$ cat config.mk
export PLATFORM = sky130hd
export DESIGN_NAME = ws2812_rx
export DESIGN_NICKNAME = d
export VERILOG_FILES = /design/src/rtl/ws2812_pkg.sv /design/src/rtl/ws2812_pulse_meas.sv /design/src/rtl/ws2812_rx.sv
export SDC_FILE = /design/constraint.sdc
export NUM_CORES = 1
export LEC_CHECK = 0
export CAP_MARGIN = 10
export CORE_UTILIZATION = 51
export CTS_CLUSTER_SIZE = 40
export DETAILED_ROUTE_END_ITERATION = 7
export HOLD_SLACK_MARGIN = 0.03
export PLACE_DENSITY = 0.81
export REMOVE_ABC_BUFFERS = 1
export SLEW_MARGIN = 30
export SYNTH_ARGS = -nofsm -noshare
export SYNTH_HDL_FRONTEND = slang
export SYNTH_HIERARCHICAL = 1
export SYNTH_SLANG_ARGS = --single-unit
$ cat constraint.sdc
create_clock -name clk -period 2.6 [get_ports clk]
set_input_delay 0.26 -clock clk [delete_from_list [all_inputs] [get_ports clk]]
set_output_delay 0.26 -clock clk [all_outputs]
set_load 0.02 [all_outputs]
$ cat src/rtl/ws2812_pkg.sv
// Shared WS2812B definitions: line timing at 100 MHz (used by both the transmitter
// and this receiver), decoder widths and the receiver state encoding.
package ws2812_pkg;

    localparam int unsigned CLK_HZ      = 100_000_000;
    localparam int unsigned T0H_CYC     = 40;
    localparam int unsigned T1H_CYC     = 80;
    localparam int unsigned PERIOD_CYC  = 125;
    localparam int unsigned LATCH_CYC   = 5000;

    localparam int unsigned T_MIN_HIGH_DEF = 15;
    localparam int unsigned T_THRESH_DEF   = 60;
    localparam int unsigned T_MAX_HIGH_DEF = 110;

    localparam int unsigned HIGH_CNT_W = 8;
    localparam int unsigned LOW_CNT_W  = 13;
    localparam int unsigned PIXEL_W    = 24;
    localparam int unsigned BIT_CNT_W  = 5;
    localparam int unsigned PIX_CNT_W  = 8;

    localparam logic [1:0] ST_WAIT_LATCH = 2'd0;
    localparam logic [1:0] ST_IDLE       = 2'd1;
    localparam logic [1:0] ST_HIGH       = 2'd2;
    localparam logic [1:0] ST_LOW        = 2'd3;

    typedef struct packed {
        logic [7:0] g;
        logic [7:0] r;
        logic [7:0] b;
    } grb_t;

    // MSB-first shift: the first received bit ends up in the top position.
    function automatic logic [PIXEL_W-1:0] shift_in(input logic [PIXEL_W-1:0] sh,
                                                    input logic              b);
        return {sh[PIXEL_W-2:0], b};
    endfunction

endpackage

$ cat src/rtl/ws2812_pulse_meas.sv
// Line front end: synchronizer, edge detect, high/low pulse timers and
// classification of each completed high pulse.
module ws2812_pulse_meas
    import ws2812_pkg::*;
#(
    parameter int unsigned T_MIN_HIGH = T_MIN_HIGH_DEF,
    parameter int unsigned T_THRESH   = T_THRESH_DEF,
    parameter int unsigned T_MAX_HIGH = T_MAX_HIGH_DEF,
    parameter int unsigned T_LATCH    = LATCH_CYC
) (
    input  logic clk,
    input  logic reset,
    input  logic i_line,
    output logic o_rise_c,
    output logic o_bit_strobe_c,
    output logic o_bit_val_c,
    output logic o_glitch_c,
    output logic o_too_long_c,
    output logic o_latch_seen_c
);

    logic                  r_sync1;
    logic                  r_s;
    logic                  r_s_prev;
    logic [HIGH_CNT_W-1:0] r_high_cnt;
    logic [LOW_CNT_W-1:0]  r_low_cnt;

    logic w_rise;
    logic w_fall;

    assign w_rise = r_s & ~r_s_prev;
    assign w_fall = ~r_s & r_s_prev;

    always_ff @(posedge clk or posedge reset) begin
        if (reset) begin
            r_sync1    <= 1'b0;
            r_s        <= 1'b0;
            r_s_prev   <= 1'b0;
            r_high_cnt <= '0;
            r_low_cnt  <= '0;
        end else begin
            r_sync1  <= i_line;
            r_s      <= r_sync1;
            r_s_prev <= r_s;

            // High time includes the rise cycle; holds its value through the fall cycle.
            if (w_rise) begin
                r_high_cnt <= HIGH_CNT_W'(1);
            end else if (r_s && (r_high_cnt != HIGH_CNT_W'(T_MAX_HIGH))) begin
                r_high_cnt <= r_high_cnt + HIGH_CNT_W'(1);
            end

            if (r_s) begin
                r_low_cnt <= '0;
            end else if (r_low_cnt != LOW_CNT_W'(T_LATCH)) begin
                r_low_cnt <= r_low_cnt + LOW_CNT_W'(1);
            end
        end
    end

    always_comb begin
        o_rise_c       = w_rise;
        o_glitch_c     = w_fall && (r_high_cnt <  HIGH_CNT_W'(T_MIN_HIGH));
        o_too_long_c   = w_fall && (r_high_cnt >= HIGH_CNT_W'(T_MAX_HIGH));
        o_bit_strobe_c = w_fall && !o_glitch_c && !o_too_long_c;
        o_bit_val_c    = (r_high_cnt >= HIGH_CNT_W'(T_THRESH));
        // Fires only on the cycle the low counter steps onto the latch count.
        o_latch_seen_c = !r_s && (r_low_cnt == LOW_CNT_W'(T_LATCH - 1));
    end

endmodule

$ cat src/rtl/ws2812_rx.sv
// WS2812B receiver: turns classified line pulses into 24-bit GRB pixels and
// frame-end events, with frame resync after reset or protocol errors.
module ws2812_rx
    import ws2812_pkg::*;
#(
    parameter int unsigned T_MIN_HIGH = T_MIN_HIGH_DEF,
    parameter int unsigned T_THRESH   = T_THRESH_DEF,
    parameter int unsigned T_MAX_HIGH = T_MAX_HIGH_DEF,
    parameter int unsigned T_LATCH    = LATCH_CYC
) (
    input  logic                 clk,
    input  logic                 reset,
    input  logic                 lineIn,
    output logic [PIXEL_W-1:0]   pixel,
    output logic                 pixelValid,
    output logic [PIX_CNT_W-1:0] pixelCount,
    output logic                 frameDone,
    output logic [PIX_CNT_W-1:0] frameLen,
    output logic                 bitErr
);

    logic w_rise;
    logic w_bit_strobe;
    logic w_bit_val;
    logic w_glitch;
    logic w_too_long;
    logic w_latch;

    ws2812_pulse_meas #(
        .T_MIN_HIGH (T_MIN_HIGH),
        .T_THRESH   (T_THRESH),
        .T_MAX_HIGH (T_MAX_HIGH),
        .T_LATCH    (T_LATCH)
    ) u_meas (
        .clk            (clk),
        .reset          (reset),
        .i_line         (lineIn),
        .o_rise_c       (w_rise),
        .o_bit_strobe_c (w_bit_strobe),
        .o_bit_val_c    (w_bit_val),
        .o_glitch_c     (w_glitch),
        .o_too_long_c   (w_too_long),
        .o_latch_seen_c (w_latch)
    );

    logic [1:0]           r_state;
    logic [PIXEL_W-1:0]   r_shift;
    logic [BIT_CNT_W-1:0] r_bit_cnt;
    logic                 r_any_bit;
    grb_t                 r_pixel;
    logic                 r_pixel_valid;
    logic [PIX_CNT_W-1:0] r_pixel_count;
    logic                 r_frame_done;
    logic [PIX_CNT_W-1:0] r_frame_len;
    logic                 r_bit_err;

    logic [1:0]           w_state_nxt;
    logic [PIXEL_W-1:0]   w_shift_nxt;
    logic [BIT_CNT_W-1:0] w_bit_cnt_nxt;
    logic                 w_any_bit_nxt;
    grb_t                 w_pixel_nxt;
    logic                 w_pixel_valid_nxt;
    logic [PIX_CNT_W-1:0] w_pixel_count_nxt;
    logic                 w_frame_done_nxt;
    logic [PIX_CNT_W-1:0] w_frame_len_nxt;
    logic                 w_bit_err_nxt;

    always_ff @(posedge clk or posedge reset) begin
        if (reset) begin
            r_state       <= ST_WAIT_LATCH;
            r_shift       <= '0;
            r_bit_cnt     <= '0;
            r_any_bit     <= 1'b0;
            r_pixel       <= '0;
            r_pixel_valid <= 1'b0;
            r_pixel_count <= '0;
            r_frame_done  <= 1'b0;
            r_frame_len   <= '0;
            r_bit_err     <= 1'b0;
        end else begin
            r_state       <= w_state_nxt;
            r_shift       <= w_shift_nxt;
            r_bit_cnt     <= w_bit_cnt_nxt;
            r_any_bit     <= w_any_bit_nxt;
            r_pixel       <= w_pixel_nxt;
            r_pixel_valid <= w_pixel_valid_nxt;
            r_pixel_count <= w_pixel_count_nxt;
            r_frame_done  <= w_frame_done_nxt;
            r_frame_len   <= w_frame_len_nxt;
            r_bit_err     <= w_bit_err_nxt;
        end
    end

    always_comb begin
        w_state_nxt       = r_state;
        w_shift_nxt       = r_shift;
        w_bit_cnt_nxt     = r_bit_cnt;
        w_any_bit_nxt     = r_any_bit;
        w_pixel_nxt       = r_pixel;
        w_pixel_valid_nxt = 1'b0;
        w_pixel_count_nxt = r_pixel_count;
        w_frame_done_nxt  = 1'b0;
        w_frame_len_nxt   = r_frame_len;
        w_bit_err_nxt     = 1'b0;

        case (r_state)
            ST_WAIT_LATCH: begin
                if (w_latch) begin
                    w_state_nxt = ST_IDLE;
                end
            end

            ST_IDLE: begin
                if (w_rise) begin
                    w_state_nxt = ST_HIGH;
                end
            end

            ST_HIGH: begin
                if (w_too_long) begin
                    w_bit_err_nxt = 1'b1;
                    w_bit_cnt_nxt = '0;
                    w_shift_nxt   = '0;
                    w_any_bit_nxt = 1'b0;
                    w_state_nxt   = ST_WAIT_LATCH;
                end else if (w_glitch) begin
                    w_state_nxt = ST_LOW;
                end else if (w_bit_strobe) begin
                    w_any_bit_nxt = 1'b1;
                    w_state_nxt   = ST_LOW;
                    w_shift_nxt   = shift_in(r_shift, w_bit_val);
                    if (r_bit_cnt == BIT_CNT_W'(PIXEL_W - 1)) begin
                        w_pixel_nxt       = grb_t'(shift_in(r_shift, w_bit_val));
                        w_pixel_valid_nxt = 1'b1;
                        w_bit_cnt_nxt     = '0;
                        if (r_pixel_count != {PIX_CNT_W{1'b1}}) begin
                            w_pixel_count_nxt = r_pixel_count + PIX_CNT_W'(1);
                        end
                    end else begin
                        w_bit_cnt_nxt = r_bit_cnt + BIT_CNT_W'(1);
                    end
                end
            end

            ST_LOW: begin
                if (w_rise) begin
                    w_state_nxt = ST_HIGH;
                end else if (w_latch) begin
                    // A low phase reached only through glitches carries no frame.
                    if (r_any_bit) begin
                        w_frame_done_nxt = 1'b1;
                        w_frame_len_nxt  = r_pixel_count;
                        w_bit_err_nxt    = (r_bit_cnt != '0);
                    end
                    w_pixel_count_nxt = '0;
                    w_bit_cnt_nxt     = '0;
                    w_shift_nxt       = '0;
                    w_any_bit_nxt     = 1'b0;
                    w_state_nxt       = ST_IDLE;
                end
            end

            default: begin
                w_state_nxt = ST_WAIT_LATCH;
            end
        endcase
    end

    assign pixel      = r_pixel;
    assign pixelValid = r_pixel_valid;
    assign pixelCount = r_pixel_count;
    assign frameDone  = r_frame_done;
    assign frameLen   = r_frame_len;
    assign bitErr     = r_bit_err;

endmodule

# ---- Yosys cells after proc, flatten, opt, wreduce, memory -nomap -nowiden
# Index checks and enable logic that the tools add are counted.
dict set report op_classes {
  n_addsub 4
  order_cmp 3
  n_eq_ne 19
  mux 52
  bitwise 7
  reduce_logical 19
}
# cell n
set ops {}
lappend ops {{23-bit two-way mux} 5}
lappend ops {{8-bit two-way mux} 9}
lappend ops {{23-bit case mux with 2 select lines} 1}
lappend ops {{5-bit two-way mux} 6}
lappend ops {{13-bit two-way mux} 2}
lappend ops {{1-bit two-way mux} 18}
lappend ops {{8-bit by 1-bit adder with 8-bit output (second input constant)} 2}
lappend ops {{8-bit case mux with 2 select lines} 1}
lappend ops {{13-bit by 1-bit adder with 13-bit output (second input constant)} 1}
lappend ops {{13-bit equality test (second input constant)} 1}
lappend ops {{13-bit != test (second input constant)} 1}
lappend ops {{2-bit two-way mux} 6}
lappend ops {{2-bit != test (second input constant)} 5}
lappend ops {{5-bit case mux with 2 select lines} 1}
lappend ops {{5-bit AND reduction} 2}
lappend ops {{8-bit by 6-bit >= comparator with 1-bit output (second input constant)} 1}
lappend ops {{8-bit by 7-bit >= comparator with 1-bit output (second input constant)} 1}
lappend ops {{8-bit by 4-bit less-than comparator with 1-bit output (second input constant)} 1}
lappend ops {{8-bit by 7-bit != test with 1-bit output (second input constant)} 1}
lappend ops {{8-bit != test (second input constant)} 1}
lappend ops {{2-bit case mux with 4 select lines} 1}
lappend ops {{8-bit AND reduction} 1}
lappend ops {{1-bit logical AND} 6}
lappend ops {{2-bit by 1-bit != test with 1-bit output (second input constant)} 3}
lappend ops {{other kinds (16)} 27}
dict set report word_totals {
  regBits 98
  input_bits 3
  output_inout_bits 43
  elab_cells 121
}

# ---- Longest topological paths before layout
# Gate-level depths: netlist (run 1).
dict set report depth {
  ltp_word 10
  ltp_mapped 11
  ltp_nobuf 9
}

# ---- By module
# The synthesis (run 1) kept the hierarchy.
# mod n_inst cells_each area_each_um2 seq_area_each_um2
set by_module_without_submodules {}
lappend by_module_without_submodules {ws2812_rx 1 227 3072.9 1851.8}
lappend by_module_without_submodules {ws2812_pulse_meas 1 142 1358.8 600.6}

# ---- Worst setup path before layout (run 1)
# OpenSTA, ideal clock, no wires.
dict set report synth_path {
  path_kind {register to register}
  from {register u_meas.r_high_cnt[0]}
  to {register r_pixel (netlist bit pixel[0])}
  setup_time_ps 125
  arrival_ps 2609
  t_required_ps 2475
  path_slack_ps -134
  path_stages_with_launch 10
  path_buffers 1
  period_less_slack_ps 2734
  path_cell_list {dfrtp_1 inv_1 ha_1 o211a_1 o211ai_1 nor4b_1 nand3b_4 nor3_4 buf_6 mux2_2}
}
dict set report synth_between {
  elab_chain_len 6
  elab_cells_between_ends 12
  cone_classes {order compare (3); bitwise (2); reduce/logical (7)}
}
# item line_no
set synth_lines {}
lappend synth_lines {{start, declared} ws2812_pulse_meas.sv:25} ;# logic [HIGH_CNT_W-1:0] r_high_cnt;
lappend synth_lines {{start signal, assigned} ws2812_pulse_meas.sv:50} ;# r_high_cnt <= r_high_cnt + HIGH_CNT_W'(1);
lappend synth_lines {{8-bit by 4-bit less-than comparator with 1-bit output} ws2812_pulse_meas.sv:63} ;# o_glitch_c = w_fall && (r_high_cnt < HIGH_CNT_W'(T_MIN_HIGH));
lappend synth_lines {{1-bit logical AND} ws2812_pulse_meas.sv:63}
lappend synth_lines {{1-bit logical NOT} ws2812_pulse_meas.sv:65} ;# o_bit_strobe_c = w_fall && !o_glitch_c && !o_too_long_c;
lappend synth_lines {{1-bit logical AND} ws2812_pulse_meas.sv:65}
lappend synth_lines {{1-bit logical AND (*)} ws2812_pulse_meas.sv:65}
lappend synth_lines {{via w_bit_strobe} ws2812_rx.sv:23} ;# logic w_bit_strobe;
lappend synth_lines {{5-bit AND reduction (no source line) (*)} n/a}
lappend synth_lines {{end signal, assigned} ws2812_rx.sv:85} ;# r_pixel <= w_pixel_nxt;
lappend synth_lines {{end, declared} ws2812_rx.sv:50} ;# grb_t r_pixel;
# Mark *: on every way through the listed nets, which the timed path passes. The rest lies on a longest branch.
# A chain may end at the register's enable or synchronous reset.

# ---- Worst setup path in the final report (run 1)
dict set report layout_path {
  from {register u_meas.r_high_cnt[0]}
  to {register r_pixel (netlist bit pixel[12])}
}
# Same word-level chain as after synthesis.

==> flow_metrics.py, run 1 <==
metrics = {
    "status": {
        "status": "complete, no violations",
    },
    "floorplanning": {
        "die_w_um": 95.2,
        "fp.dieH_um": 95.2,
        "coreArea_sq_um": 8300,
        "ios": 46,
        "die_area_sq_um": 9070,
        "start_util_pct": 53.4,
        "rows": 33,
    },
    "layout": {
        "final_common_cell": "dfrtp_1",
        "nets": 444,
        "syn_to_final_growth_pct": 21.4,
        "post-route-util_pct": 64.8,
        "seq_area_sq_um": 2450,
        "multi_input_area_sq_um": 1830,
        "drive_above_1_share_pct": 21.9,
        "final_cell_mix": "dfrtp_1 (98), clkdlybuf4s50_1 (45), mux2_2 (33), nand2_1 (26), a22o_1 (24)",
        "fillers": 637,
        "n_antenna_cell": 0,
    },
    "clock_tree": {
        "clkTransAtPathRegs_ns": 0.11,
        "hold_buffers": 0,
        "numClockSinks": 98,
        "clk_latency_ns": 0.37,
        "cts_buffers": 9,
        "cts_root_buf": "clkbuf_8",
        "ctsHtreeMaxLevel": 3,
        "cts_tree": "built",
        "clk_path_buf_depth": 2,
    },
    "grt": {
        "gr-usage-met1_pct": 29.7,
        "met2_usage_pct": 32.5,
        "antenna_found_initial": 0,
        "grt_pass1_wl_um": 14800,
        "grt_pass1_vias": 3081,
        "grt_overflow": 0,
        "grtUsageMet3_pct": 3.51,
        "grt_usage_pct": 21.2,
        "grt_max_degree": 75,
        "busiest_layer": "met2",
    },
    "synth": {
        "synth_edf_count": 0,
        "yosys.area.top_type": "dfrtp_1",
        "ys_ff_latch": 98,
        "ys_seq_area_share_pct": 55.3,
        "synth_area_per_cell_sq_um": 12.0,
        "synth_area_sq_um": 4430,
        "synthArstFlopShare_pct": 100,
        "syn_inst": 369,
        "ys_warn_count": 6,
        "synth_cell_types": 59,
        "synth_top_area_share_pct": 55.3,
        "yosys-top-cells-area": "dfrtp_1 (55%), mux2_2 (8.4%), a22o_1 (4.7%), o21ai_0 (2.3%), nand2_1 (2.2%)",
        "ys.flop_type": "dfrtp_1",
    },
    "critical_path": {
        "path_max_fanout": 12,
        "cp_slowest_cell": "dfrtp_1",
        "criticalPathCategory": "flop to flop",
        "max_stage_delay_ns": 0.37,
        "worstPathRequired_ns": 2.87,
        "critPathArrivalTime_ns": 2.78,
        "end_kind": "flop",
        "cp_cell_sequence": "inv_1, ha_1, o211a_1, o211ai_1, nor4b_2, buf_4, nand3b_4, nor3_4, buf_6, clkbuf_16, mux2_2",
        "start_kind": "flop",
    },
    "run": {
        "maxCapViolations": 0,
    },
    "place": {
        "place.port_buffers": 45,
        "place_congestion": 0.870,
        "dp_hpwl_um": 5700,
    },
    "sta": {
        "fin_skew_ns": 0.0106,
        "layout_min_cycle_time_ns": 2.52,
        "final-hold-violation-count": 0,
        "finalSetupTns_ns": 0,
        "min_period_over_period_pct": 96.8,
        "slew_violations": 0,
        "holdWs_ns": 0.283,
        "worst_pin_slew_ns": 0.587,
        "slew_headroom_pct": 60.8,
        "timing.fmax_mhz": 397,
        "setup_viol_count_final": 0,
    },
    "power_and_ir_drop": {
        "ir_worst_vdd_v": 0.000232,
        "power_density_nw_per_um2": 504,
        "power_leakage_nw": 2.55,
    },
    "route": {
        "dr.first_iter.drc_count": 170,
        "drt-total-wl_um": 8720,
        "drtPass1Iterations": 4,
        "drtAntennaViolNets": 0,
        "wl_per_cell_um": 16.0,
        "drc": 0,
        "vias": 3151,
        "via_per_inst": 5.79,
    },
    "min_path": {
        "hold_class": "input port to async pin",
    },
}
[critical path, delay by kind of cell, from the launching register on]
| kind | cells | cell delay, ns |
|---|---|---|
| buffers and inverters | 4 | 0.56 |
| AND/OR/NAND/NOR | 3 | 0.53 |
| AO/OA/AOI/OAI | 2 | 0.41 |
| flip-flops | 1 | 0.37 |
| multiplexers | 1 | 0.34 |
| adder cells (fa/ha/maj) | 1 | 0.20 |
[layout make-up]
| type | count | share of cell area, % |
|---|---|---|
| Clock buffer | 9 | 2.30 |
| Clock inverter | 7 | 1.77 |
| Inverter | 17 | 1.19 |
| Multi-Input combinational cell | 238 | 34.0 |
| Sequential cell | 98 | 45.6 |
| Tap cell | 105 | 2.44 |
| Timing Repair Buffer | 70 | 12.7 |
[routing by layer]
layer  share of wire (%)  up-vias  wire length [um]
met4                 2.1        0               181
met2                  48       75              4150
met5                   0        -                 0
met3                 3.1       13               272
li1                    -     1480                 -
met1                  47     1583              4110
[worst paths after layout]
| check | from | endpoint | slack, ns | cells past startpoint |
|---|---|---|---|---|
| worst max-delay path | u_meas/r_high_cnt[0] | pixel[12] | 0.08 | 11 |
| worst min-delay path | reset | u_meas/r_low_cnt[7] | 0.28 | 3 |
| worst max register to register | u_meas/r_high_cnt[0] | pixel[12] | 0.08 | 11 |
| worst min register to register | u_meas/r_sync1 | u_meas/r_s | 0.37 | 0 |
| max in group asynchronous | reset | pixel[19] | 1.99 | 3 |
| min in group clk | lineIn | u_meas/r_sync1 | 0.33 | 1 |
[timing repair]
item / CTS / global route
gates resized for setup: 0 / 8
endpoints found under the setup margin: 0 / 31
setup buffers: 0 / 4
[report_power, final]
group | internal (mW) | switching, mW | total [mW]
registers | 1.54 | 0.0152 | 1.55
clock network | 0.473 | 0.584 | 1.06
logic | 0.0359 | 0.0654 | 0.101
total | 2.05 | 0.665 | 2.71
[cell families after synthesis]
logic type	share of synthesized area (%)
xor gates and xnor gates	0.395
adders and majority gates	1.98
and+or+nand+nor	13.7
buffers and inverters	4.21
DFF	55.3
AOI/OAI and AO/OA	14.4
muxes	10.0
[state kept, by name, indices dropped and copies added, names as in the netlist, 2 cells and up]
register	flops
pixelCount	8
u_meas/r_high_cnt	8
r_shift	23
frameLen	8
pixel	24
u_meas/r_low_cnt	13
r_state	2
r_bit_cnt	5
[synth_stat cells (all sizes together), types with 4 or more instances]
cell and count:
or3 5, nor2 12, and4 4, nor4 4
a31oi 10, a21oi 12, nor2b 6, nand4 4
ha 7, a22o 24, inv 17, mux2 35
dfrtp 98, mux2i 5, nand2b 4, nand2 26
buf 13, o21ai 20, nand3 10
[metrics by stage]
step / area, sq um / std cells / power (mW) / worst slack [ns]
2_1_floorplan: 4310 / 353 / 1.64 / -0.737
3_3_place_gp: 5070 / 523 / 1.68 / 0.112
3_5_place_dp: 5070 / 523 / 1.68 / 0.0622
4_1_cts: 5290 / 539 / 2.73 / 0.0264
5_1_grt: 5380 / 544 / 2.82 / -0.0171
6_report: 5380 / 544 / 2.71 / 0.0836
Power figures use the tool's default switching activity.
==> run 2: changes to the inputs <==
Settings changed: MAX_ROUTING_LAYER set to met4.
==> flow_metrics.py, run 2 (synthesis gave the netlist of run 1 again) <==
metrics = {
    "status": {
        "status": "complete, no violations",
    },
    "run": {
        "maxCapViolations": 0,
    },
    "sta": {
        "layout_min_cycle_time_ns": 2.52,
        "setup_ws_ns": 0.0812,
        "finalSetupTns_ns": 0,
        "setup_viol_count_final": 0,
        "slew_headroom_pct": 61.3,
        "timing.fmax_mhz": 397,
        "fin_skew_ns": 0.0107,
        "min_period_over_period_pct": 96.9,
        "slew_violations": 0,
        "worst_pin_slew_ns": 0.580,
        "final-hold-violation-count": 0,
    },
    "place": {
        "place.port_buffers": 45,
        "dp_hpwl_um": 5700,
        "dp_slack_ns": 0.0622,
        "place_congestion": 0.884,
        "post-place-cells": 523,
        "placed_area_sq_um": 5070,
    },
    "critical_path": {
        "cp_slowest_cell": "dfrtp_1",
        "start_kind": "flop",
        "worstPathRequired_ns": 2.87,
        "max_stage_delay_ns": 0.37,
        "critPathArrivalTime_ns": 2.79,
        "path_max_fanout": 12,
        "criticalPathCategory": "flop to flop",
        "cp_num_buf_inv": 4,
        "crit_family": "buffers and inverters",
        "cp_cell_sequence": "inv_1, ha_1, o211a_1, o211ai_1, nor4b_2, buf_4, nand3b_4, nor3_4, buf_6, clkbuf_16, mux2_2",
        "end_kind": "flop",
    },
    "grt": {
        "grt_max_degree": 75,
        "grt_overflow": 0,
        "grt_usage_pct": 21.8,
        "grt_pass1_vias": 3071,
        "grt_pass1_wl_um": 14800,
        "antenna_found_initial": 0,
    },
    "layout": {
        "largest_reg_flops": 24,
        "fillers": 637,
        "n_antenna_cell": 0,
        "final_cell_mix": "dfrtp_1 (98), clkdlybuf4s50_1 (45), mux2_2 (33), nand2_1 (26), a22o_1 (24)",
        "drive_above_1_share_pct": 21.9,
        "final_area_sq_um": 5380,
        "nets": 444,
        "fin_cells": 544,
        "final_common_cell": "dfrtp_1",
        "syn_to_final_growth_pct": 21.4,
    },
    "clock_tree": {
        "clk_path_buf_depth": 2,
        "numClockSinks": 98,
        "ctsHtreeMaxLevel": 3,
        "clkTransAtPathRegs_ns": 0.11,
        "cts_buffers": 9,
        "cts_root_buf": "clkbuf_8",
        "clk_latency_ns": 0.37,
        "cts_tree": "built",
    },
    "route": {
        "via_per_inst": 5.81,
        "drtAntennaViolNets": 0,
        "drt-total-wl_um": 8720,
        "drtPass1Iterations": 5,
        "vias": 3158,
        "drc": 0,
        "dr.first_iter.drc_count": 131,
        "wl_per_cell_um": 16.0,
    },
    "power_and_ir_drop": {
        "power_density_nw_per_um2": 504,
        "power_leakage_nw": 2.55,
        "ir_worst_vdd_v": 0.000232,
        "total_power_mw": 2.71,
    },
    "min_path": {
        "hold_class": "input port to async pin",
    },
    "floorplanning": {
        "start_util_pct": 53.4,
        "die_w_um": 95.2,
        "die_area_sq_um": 9070,
        "coreArea_sq_um": 8300,
        "rows": 33,
        "ios": 46,
        "fp.dieH_um": 95.2,
    },
}
-- run 2: cell counts in the layout (fill, tap and decap cells not counted) --
Identical to the previous run, type by type.
-- run 2: worst paths after layout --
check / endpoint / startpoint / slack [ns] / depth (start not counted)
worst max-delay path: pixel[12] / u_meas/r_high_cnt[0] / 0.08 / 11
worst min-delay path: u_meas/r_low_cnt[3] / reset / 0.29 / 3
worst max register to register: pixel[12] / u_meas/r_high_cnt[0] / 0.08 / 11
worst min register to register: u_meas/r_s / u_meas/r_sync1 / 0.37 / 0
max in group asynchronous: pixel[7] / reset / 1.99 / 3
min in group clk: u_meas/r_sync1 / lineIn / 0.32 / 1
-- run 2: where the power goes --
group / switching, mW / internal [mW] / leakage (nW)
Clock: 0.584 / 0.473 / 0.111
Combinational: 0.0655 / 0.0359 / 1.08
Sequential: 0.0151 / 1.54 / 1.36
Total: 0.665 / 2.05 / 2.55
-- run 2: cell type report --
cell class | instances | area, sq um | area share [%]
tap | 105 | 131 | 2.44
inverter | 17 | 63.8 | 1.19
multi-input combinational | 238 | 1830 | 34.0
clock inverter | 7 | 95.1 | 1.77
clock buffer | 9 | 124 | 2.30
timing repair buffer | 70 | 684 | 12.7
sequential | 98 | 2450 | 45.6
-- run 2: layer usage --
layer | track usage [%] | wire length, um | part of all wire [%] | vias to the layer above
met1 | 29.7 | 4010 | 46 | 1570
met2 | 32.5 | 4180 | 48 | 91
met3 | 3.51 | 363 | 4.2 | 13
met4 | 9.22 | 159 | 1.8 | 0
li1 | - | - | - | 1484
met5 | - | 0 | 0 | -
-- run 2: per-stage QoR --
stage / hold WS (ns) / utilization, %
after floorplan: 0.275 / -
after global placement: 0.345 / 61.1
after detailed placement: 0.336 / 61.1
after global routing: 0.315 / 64.8
final: 0.287 / 64.8
after CTS: 0.290 / 63.8
-- run 2: worst register-to-register path, stage by stage (launching register included) --
cell	delay, ns
dfrtp_1	0.37
inv_1	0.07
ha_1	0.20
o211a_1	0.20
o211ai_1	0.21
nor4b_2	0.23
buf_4	0.17
nand3b_4	0.11
nor3_4	0.20
buf_6	0.15
clkbuf_16	0.17
mux2_2	0.34
-- run 2: what timing repair did --
action	4_1_cts	5_1_grt
buffers inserted	0	4
resized for setup	0	8
setup endpoints to repair	0	31
hold buffers	0	0
hold endpoints to repair	0	0
